`src/rtl/rr_grant_scheduler_pkg.sv`:
```
// rtl/rr_grant_scheduler_pkg.sv - shared types for the round-robin grant scheduler
package rr_grant_scheduler_pkg;

  localparam int MAX_REQUESTERS = 32;

  typedef enum logic [1:0] {
    IDLE   = 2'd0,
    OFFER  = 2'd1,
    LOCKED = 2'd2
  } scheduler_state_t;

endpackage

```
`src/rtl/idx_to_oh.sv`:
```
// rtl/idx_to_oh.sv - binary index to LSB0 one-hot decoder
module idx_to_oh #(
  parameter int NUM_BITS    = 4,
  parameter int INDEX_WIDTH = (NUM_BITS > 1) ? $clog2(NUM_BITS) : 1
) (
  input  logic [INDEX_WIDTH-1:0] idx,
  output logic [NUM_BITS-1:0]    oh
);

  always_comb begin
    oh = '0;
    for (int i = 0; i < NUM_BITS; i++) begin
      if (int'(idx) == i) oh[i] = 1'b1;
    end
  end

endmodule

```
`src/rtl/rr_grant_scheduler_pick.sv`:
```
// rtl/rr_grant_scheduler_pick.sv - rotating-priority search starting at a pointer
module rr_grant_scheduler_pick #(
  parameter int NUM_REQUESTERS = 4,
  parameter int INDEX_WIDTH    = (NUM_REQUESTERS > 1) ? $clog2(NUM_REQUESTERS) : 1
) (
  input  logic [NUM_REQUESTERS-1:0] cand,
  input  logic [INDEX_WIDTH-1:0]    ptr,
  output logic                      found,
  output logic [INDEX_WIDTH-1:0]    idx
);

  int pos;

  // Scan from farthest to nearest so the position closest to ptr is the last write.
  always_comb begin
    found = 1'b0;
    idx   = '0;
    pos   = 0;
    for (int k = NUM_REQUESTERS - 1; k >= 0; k--) begin
      pos = int'(ptr) + k;
      if (pos >= NUM_REQUESTERS) pos = pos - NUM_REQUESTERS;
      if (cand[pos]) begin
        found = 1'b1;
        idx   = pos[INDEX_WIDTH-1:0];
      end
    end
  end

endmodule

```
`src/rtl/rr_grant_scheduler.sv`:
```
// rtl/rr_grant_scheduler.sv - round-robin grant scheduler with offer/accept and locked bursts
module rr_grant_scheduler
  import rr_grant_scheduler_pkg::*;
#(
  parameter int NUM_REQUESTERS = 4,
  parameter int INDEX_WIDTH    = (NUM_REQUESTERS > 1) ? $clog2(NUM_REQUESTERS) : 1
) (
  input  logic                      clk,
  input  logic                      reset,
  input  logic [NUM_REQUESTERS-1:0] request,
  input  logic                      lock,
  input  logic                      grant_accept,
  output logic                      grant_valid,
  output logic [NUM_REQUESTERS-1:0] grant_oh,
  output logic [INDEX_WIDTH-1:0]    grant_idx
);

  localparam logic [INDEX_WIDTH-1:0] LAST_IDX = INDEX_WIDTH'(NUM_REQUESTERS - 1);

  scheduler_state_t              state;
  logic [INDEX_WIDTH-1:0]        ptr;
  logic [INDEX_WIDTH-1:0]        ptr_next;
  logic [NUM_REQUESTERS-1:0]     raw_oh;
  logic [NUM_REQUESTERS-1:0]     cand_rest;
  logic                          cur_found;
  logic [INDEX_WIDTH-1:0]        cur_idx;
  logic                          next_found;
  logic [INDEX_WIDTH-1:0]        next_idx;

  idx_to_oh #(
    .NUM_BITS    (NUM_REQUESTERS),
    .INDEX_WIDTH (INDEX_WIDTH)
  ) u_idx_to_oh (
    .idx (grant_idx),
    .oh  (raw_oh)
  );

  assign grant_oh  = grant_valid ? raw_oh : '0;
  assign ptr_next  = (grant_idx == LAST_IDX) ? '0 : grant_idx + 1'b1;
  assign cand_rest = request & ~grant_oh;

  // Fresh arbitration with the current pointer (idle start or withdrawal).
  rr_grant_scheduler_pick #(
    .NUM_REQUESTERS (NUM_REQUESTERS),
    .INDEX_WIDTH    (INDEX_WIDTH)
  ) u_pick_cur (
    .cand  (request),
    .ptr   (ptr),
    .found (cur_found),
    .idx   (cur_idx)
  );

  // Back-to-back successor after a completed grant, excluding the holder.
  rr_grant_scheduler_pick #(
    .NUM_REQUESTERS (NUM_REQUESTERS),
    .INDEX_WIDTH    (INDEX_WIDTH)
  ) u_pick_next (
    .cand  (cand_rest),
    .ptr   (ptr_next),
    .found (next_found),
    .idx   (next_idx)
  );

  always_ff @(posedge clk or negedge reset) begin
    if (!reset) begin
      state       <= IDLE;
      ptr         <= '0;
      grant_idx   <= '0;
      grant_valid <= 1'b0;
    end else begin
      case (state)
        IDLE: begin
          if (cur_found) begin
            state       <= OFFER;
            grant_valid <= 1'b1;
            grant_idx   <= cur_idx;
          end
        end
        OFFER: begin
          if (grant_accept) begin
            if (lock) begin
              state <= LOCKED;
            end else begin
              ptr <= ptr_next;
              if (next_found) begin
                grant_idx <= next_idx;
              end else begin
                state       <= IDLE;
                grant_valid <= 1'b0;
                grant_idx   <= '0;
              end
            end
          end else if (!request[grant_idx]) begin
            if (cur_found) begin
              grant_idx <= cur_idx;
            end else begin
              state       <= IDLE;
              grant_valid <= 1'b0;
              grant_idx   <= '0;
            end
          end
        end
        LOCKED: begin
          if (grant_accept && !lock) begin
            ptr <= ptr_next;
            if (next_found) begin
              state     <= OFFER;
              grant_idx <= next_idx;
            end else begin
              state       <= IDLE;
              grant_valid <= 1'b0;
              grant_idx   <= '0;
            end
          end
        end
        default: begin
          state       <= IDLE;
          grant_valid <= 1'b0;
          grant_idx   <= '0;
        end
      endcase
    end
  end

endmodule

```
`config.mk`:
```
export PLATFORM = sky130hd
export DESIGN_NAME = rr_grant_scheduler
export DESIGN_NICKNAME = d
export VERILOG_FILES = /design/src/rtl/rr_grant_scheduler_pkg.sv /design/src/rtl/idx_to_oh.sv /design/src/rtl/rr_grant_scheduler_pick.sv /design/src/rtl/rr_grant_scheduler.sv
export SDC_FILE = /design/constraint.sdc
export NUM_CORES = 1
export LEC_CHECK = 0
export BUFFER_PORTS_ARGS = -buffer_cell sky130_fd_sc_hd__buf_2
export CAP_MARGIN = 5
export CORE_MARGIN = 4
export CORE_UTILIZATION = 50
export DETAILED_ROUTE_END_ITERATION = 8
export GPL_TIMING_DRIVEN = 1
export PLACE_DENSITY = 0.73
export SYNTH_ARGS = -nofsm -noshare
export SYNTH_HDL_FRONTEND = slang
export SYNTH_SLANG_ARGS = --single-unit
```
`constraint.sdc`:
```
create_clock -name clk -period 1.9 [get_ports clk]
set_input_delay 0.285 -clock clk [delete_from_list [all_inputs] [get_ports clk]]
set_output_delay 0.285 -clock clk [all_outputs]
set_load 0.02 [all_outputs]
```
==> results.txt <==
Status: finished, final reports clean
Die Height: 47.4 um
Num CTS Buffers: 3
F_max: 0.557 GHz
Distinct cells, synth: 44
Crit path kind: reg -> reg
Max_cap viols: 0
Setup TNS: 0 ps
Net Count, Synth: 108
Clock skew: 1.34 ps
Post-synth EDFFs: 0
Synth Cell Area: 776 um2
LEAKAGE: 0.412 nW
Share of flip-flops with an asynchronous set or reset: 100%
Initial Util: 56.1%
Number of global-route vias before repair: 683
Post-CTS Repair Setup Buffers: 0
Post-DP HPWL: 1.48 mm
Core area: 0.00138 mm2
RSZ-0062 raised after global routing: false
Critical Path, Cell by Cell: mux4_2 > or2_4 > a221oi_4 > nor2_1 > a31oi_1
Area Overhead vs Synth: 19.2%
Nets: 128
TritonRoute pass-1 iters: 4
Delay of the slowest cell on the worst path: 520 ps
Vias post-DR: 792
Initial antenna violation count: 0
Clk buf depth: 2
Peak VDD IR: 0.800 mV
Gpl congestion: 0.914
Final min period: 1800 ps
Hold crit path type: in -> reg
Detail Route Antenna Nets: 0
Final wirelength: 1.92 mm
Sink Count: 7
GRT Overall Usage: 19.8%
Crit-path max FO: 6
Critical Path RT: 2080 ps
CTS root buf: clkbuf_4
Maximum level of the CTS H-tree: 1
Final slew viol count: 0
Vias per cell: 6.09
Die area: 0.00225 mm2
Footprint of the multi-input gates: 563 um2
Total power: 1.39 mW
Cells after Synth: 96
Ys flop type: dfrtp_1
Rows: 13
Drt drc: 0
Mean Syn Cell Area: 8.08 um2
Wire length per cell after detailed routing: 14.8 um
Initial DRC count: 30
Layout filler cell count: 105
Worst skew pair latency: 260 ps
FF+latch count, synth: 7
Final hold viol count: 0
Die X: 47.4 um
Total congestion overflow: 0
Share of cells above drive strength 1: 27.0%
Buffers plus inverters on the worst setup path: 0
Yosys warning total: 0
Slew @ Worst Pin: 334 ps
Number of port buffers: 14
Critical Path Start Type: flop
Sequential-to-total area share from yosys stat: 22.6%
Slowest cell on crit path: mux4_2
Fin crit share: 94.5%
Clock Pin Slew Worst Setup and Hold Paths: 60 ps
Power Density: 1510 mW/mm2
Critical Path End Type: flop
Sequential cell area: 176 um2
# IOs: 15
Final setup fails: 0
Worst EP arrival: 1970 ps
Worst slew margin: 77.5%
CP top delay family: multiplexers
CTS tree: done
First-pass GRT wire length: 3.10 mm
Pin count of the biggest net entering global routing: 13
ANT cells: 0
-- report_power, final --
part / internal [mW] / switching (mW) / total, mW
registers: 0.219 / 0.117 / 0.336
logic: 0.404 / 0.510 / 0.914
clock network: 0.0806 / 0.0621 / 0.143
total: 0.703 / 0.689 / 1.39
-- metrics by stage --
step / area (um2) / hold slack, ps / setup slack, ps / std cells / util [%]
final: 925 / 333 / 104 / 130 / 66.9
after global routing: 925 / 350 / 16.0 / 130 / 66.9
after CTS: 920 / 325 / 12.5 / 130 / 66.5
after detailed placement: 883 / 132 / 33.2 / 125 / 63.9
after global placement: 883 / 130 / 16.0 / 125 / 63.9
after floorplan: 776 / -10.6 / 44.2 / 96 / -
-- placed cells by master (no fill, tap or decap), types with 2 or more instances in the layout --
| cell | count |
|---|---|
| ha_1 | 4 |
| clkbuf_4 | 3 |
| o21ai_0 | 7 |
| buf_4 | 5 |
| and2_1 | 4 |
| a21oi_1 | 6 |
| buf_2 | 14 |
| nand2b_1 | 3 |
| nor2_1 | 8 |
| inv_1 | 5 |
| dfrtp_1 | 6 |
| o221ai_1 | 2 |
| nand2_1 | 6 |
| mux2i_1 | 2 |
| o31ai_1 | 2 |
| nand3_1 | 3 |
| a32oi_1 | 2 |
-- cell usage after synthesis, drive strengths merged, types with 2 or more instances --
| cell | instances | area share, % |
|---|---|---|
| nor2b | 2 | 1.9 |
| nor4 | 2 | 2.4 |
| o221ai | 2 | 2.3 |
| o31ai | 2 | 1.9 |
| a32oi | 2 | 2.3 |
| nand3 | 3 | 1.9 |
| nand2b | 4 | 3.5 |
| inv | 6 | 2.9 |
| nand2 | 6 | 2.9 |
| clkbuf | 5 | 2.4 |
| a21oi | 6 | 3.9 |
| or2 | 3 | 2.7 |
| a221oi | 2 | 4.5 |
| o21ai | 8 | 5.2 |
| dfrtp | 7 | 23 |
| mux2i | 2 | 2.6 |
| ha | 4 | 6.5 |
| a21boi | 3 | 2.9 |
| and2 | 4 | 3.2 |
| nor2 | 8 | 3.9 |
-- final timing paths --
kind	from	to	depth (start not counted)	slack, ps
worst max-delay path	grant_idx[1]$_DFFE_PN0P_	grant_idx[0]$_DFFE_PN0P_	5	100
worst min-delay path	lock	state[1]$_DFFE_PN0P_	3	330
worst max register to register	grant_idx[1]$_DFFE_PN0P_	grant_idx[0]$_DFFE_PN0P_	5	100
worst min register to register	ptr[0]$_DFFE_PN0P_	ptr[0]$_DFFE_PN0P_	2	620
max in group asynchronous	reset	grant_idx[1]$_DFFE_PN0P_	2	1340
min in group asynchronous	reset	ptr[0]$_DFFE_PN0P_	2	390
-- registers in the layout (all words and copies together) (netlist names) --
register	cells
grant_idx	2
grant_valid	1
state	2
ptr	2
-- worst register-to-register path: stages (launching register included) --
cell	delay, ps
dfrtp_2	410
mux4_2	520
or2_4	260
a221oi_4	310
nor2_1	70
a31oi_1	140
-- timing repair --
| item | in CTS | in global routing |
|---|---|---|
| hold endpoints to repair | 7 | 0 |
| resized for setup | 0 | 2 |
| hold buffers | 1 | 0 |
| setup endpoints to repair | 0 | 2 |
-- routing by layer --
metal / track usage [%] / up-vias / wire length [um]
met2: 30.7 / 33 / 884
met3: 3.45 / 2 / 161
met1: 27.6 / 363 / 856
met5: 0 / - / 0
met4: 6.63 / 0 / 19
li1: - / 394 / -
-- cells by family after synthesis --
| family | synth area share [%] |
|---|---|
| AND/OR/NAND/NOR | 26.5 |
| AO/OA/AOI/OAI | 32.3 |
| buffers and inverters | 5.32 |
| flip-flops | 22.6 |
| multiplexers | 6.94 |
| adder cells (fa/ha/maj) | 6.45 |
-- layout make-up --
cell class / count / area share (%)
multi-input cells: 78 / 60.9
flip-flops and latches: 7 / 19.1
repair buffers: 20 / 12.7
clock buffers: 4 / 2.84
inverters: 6 / 2.44
well taps: 15 / 2.03
(Power assumes the default switching activity.)
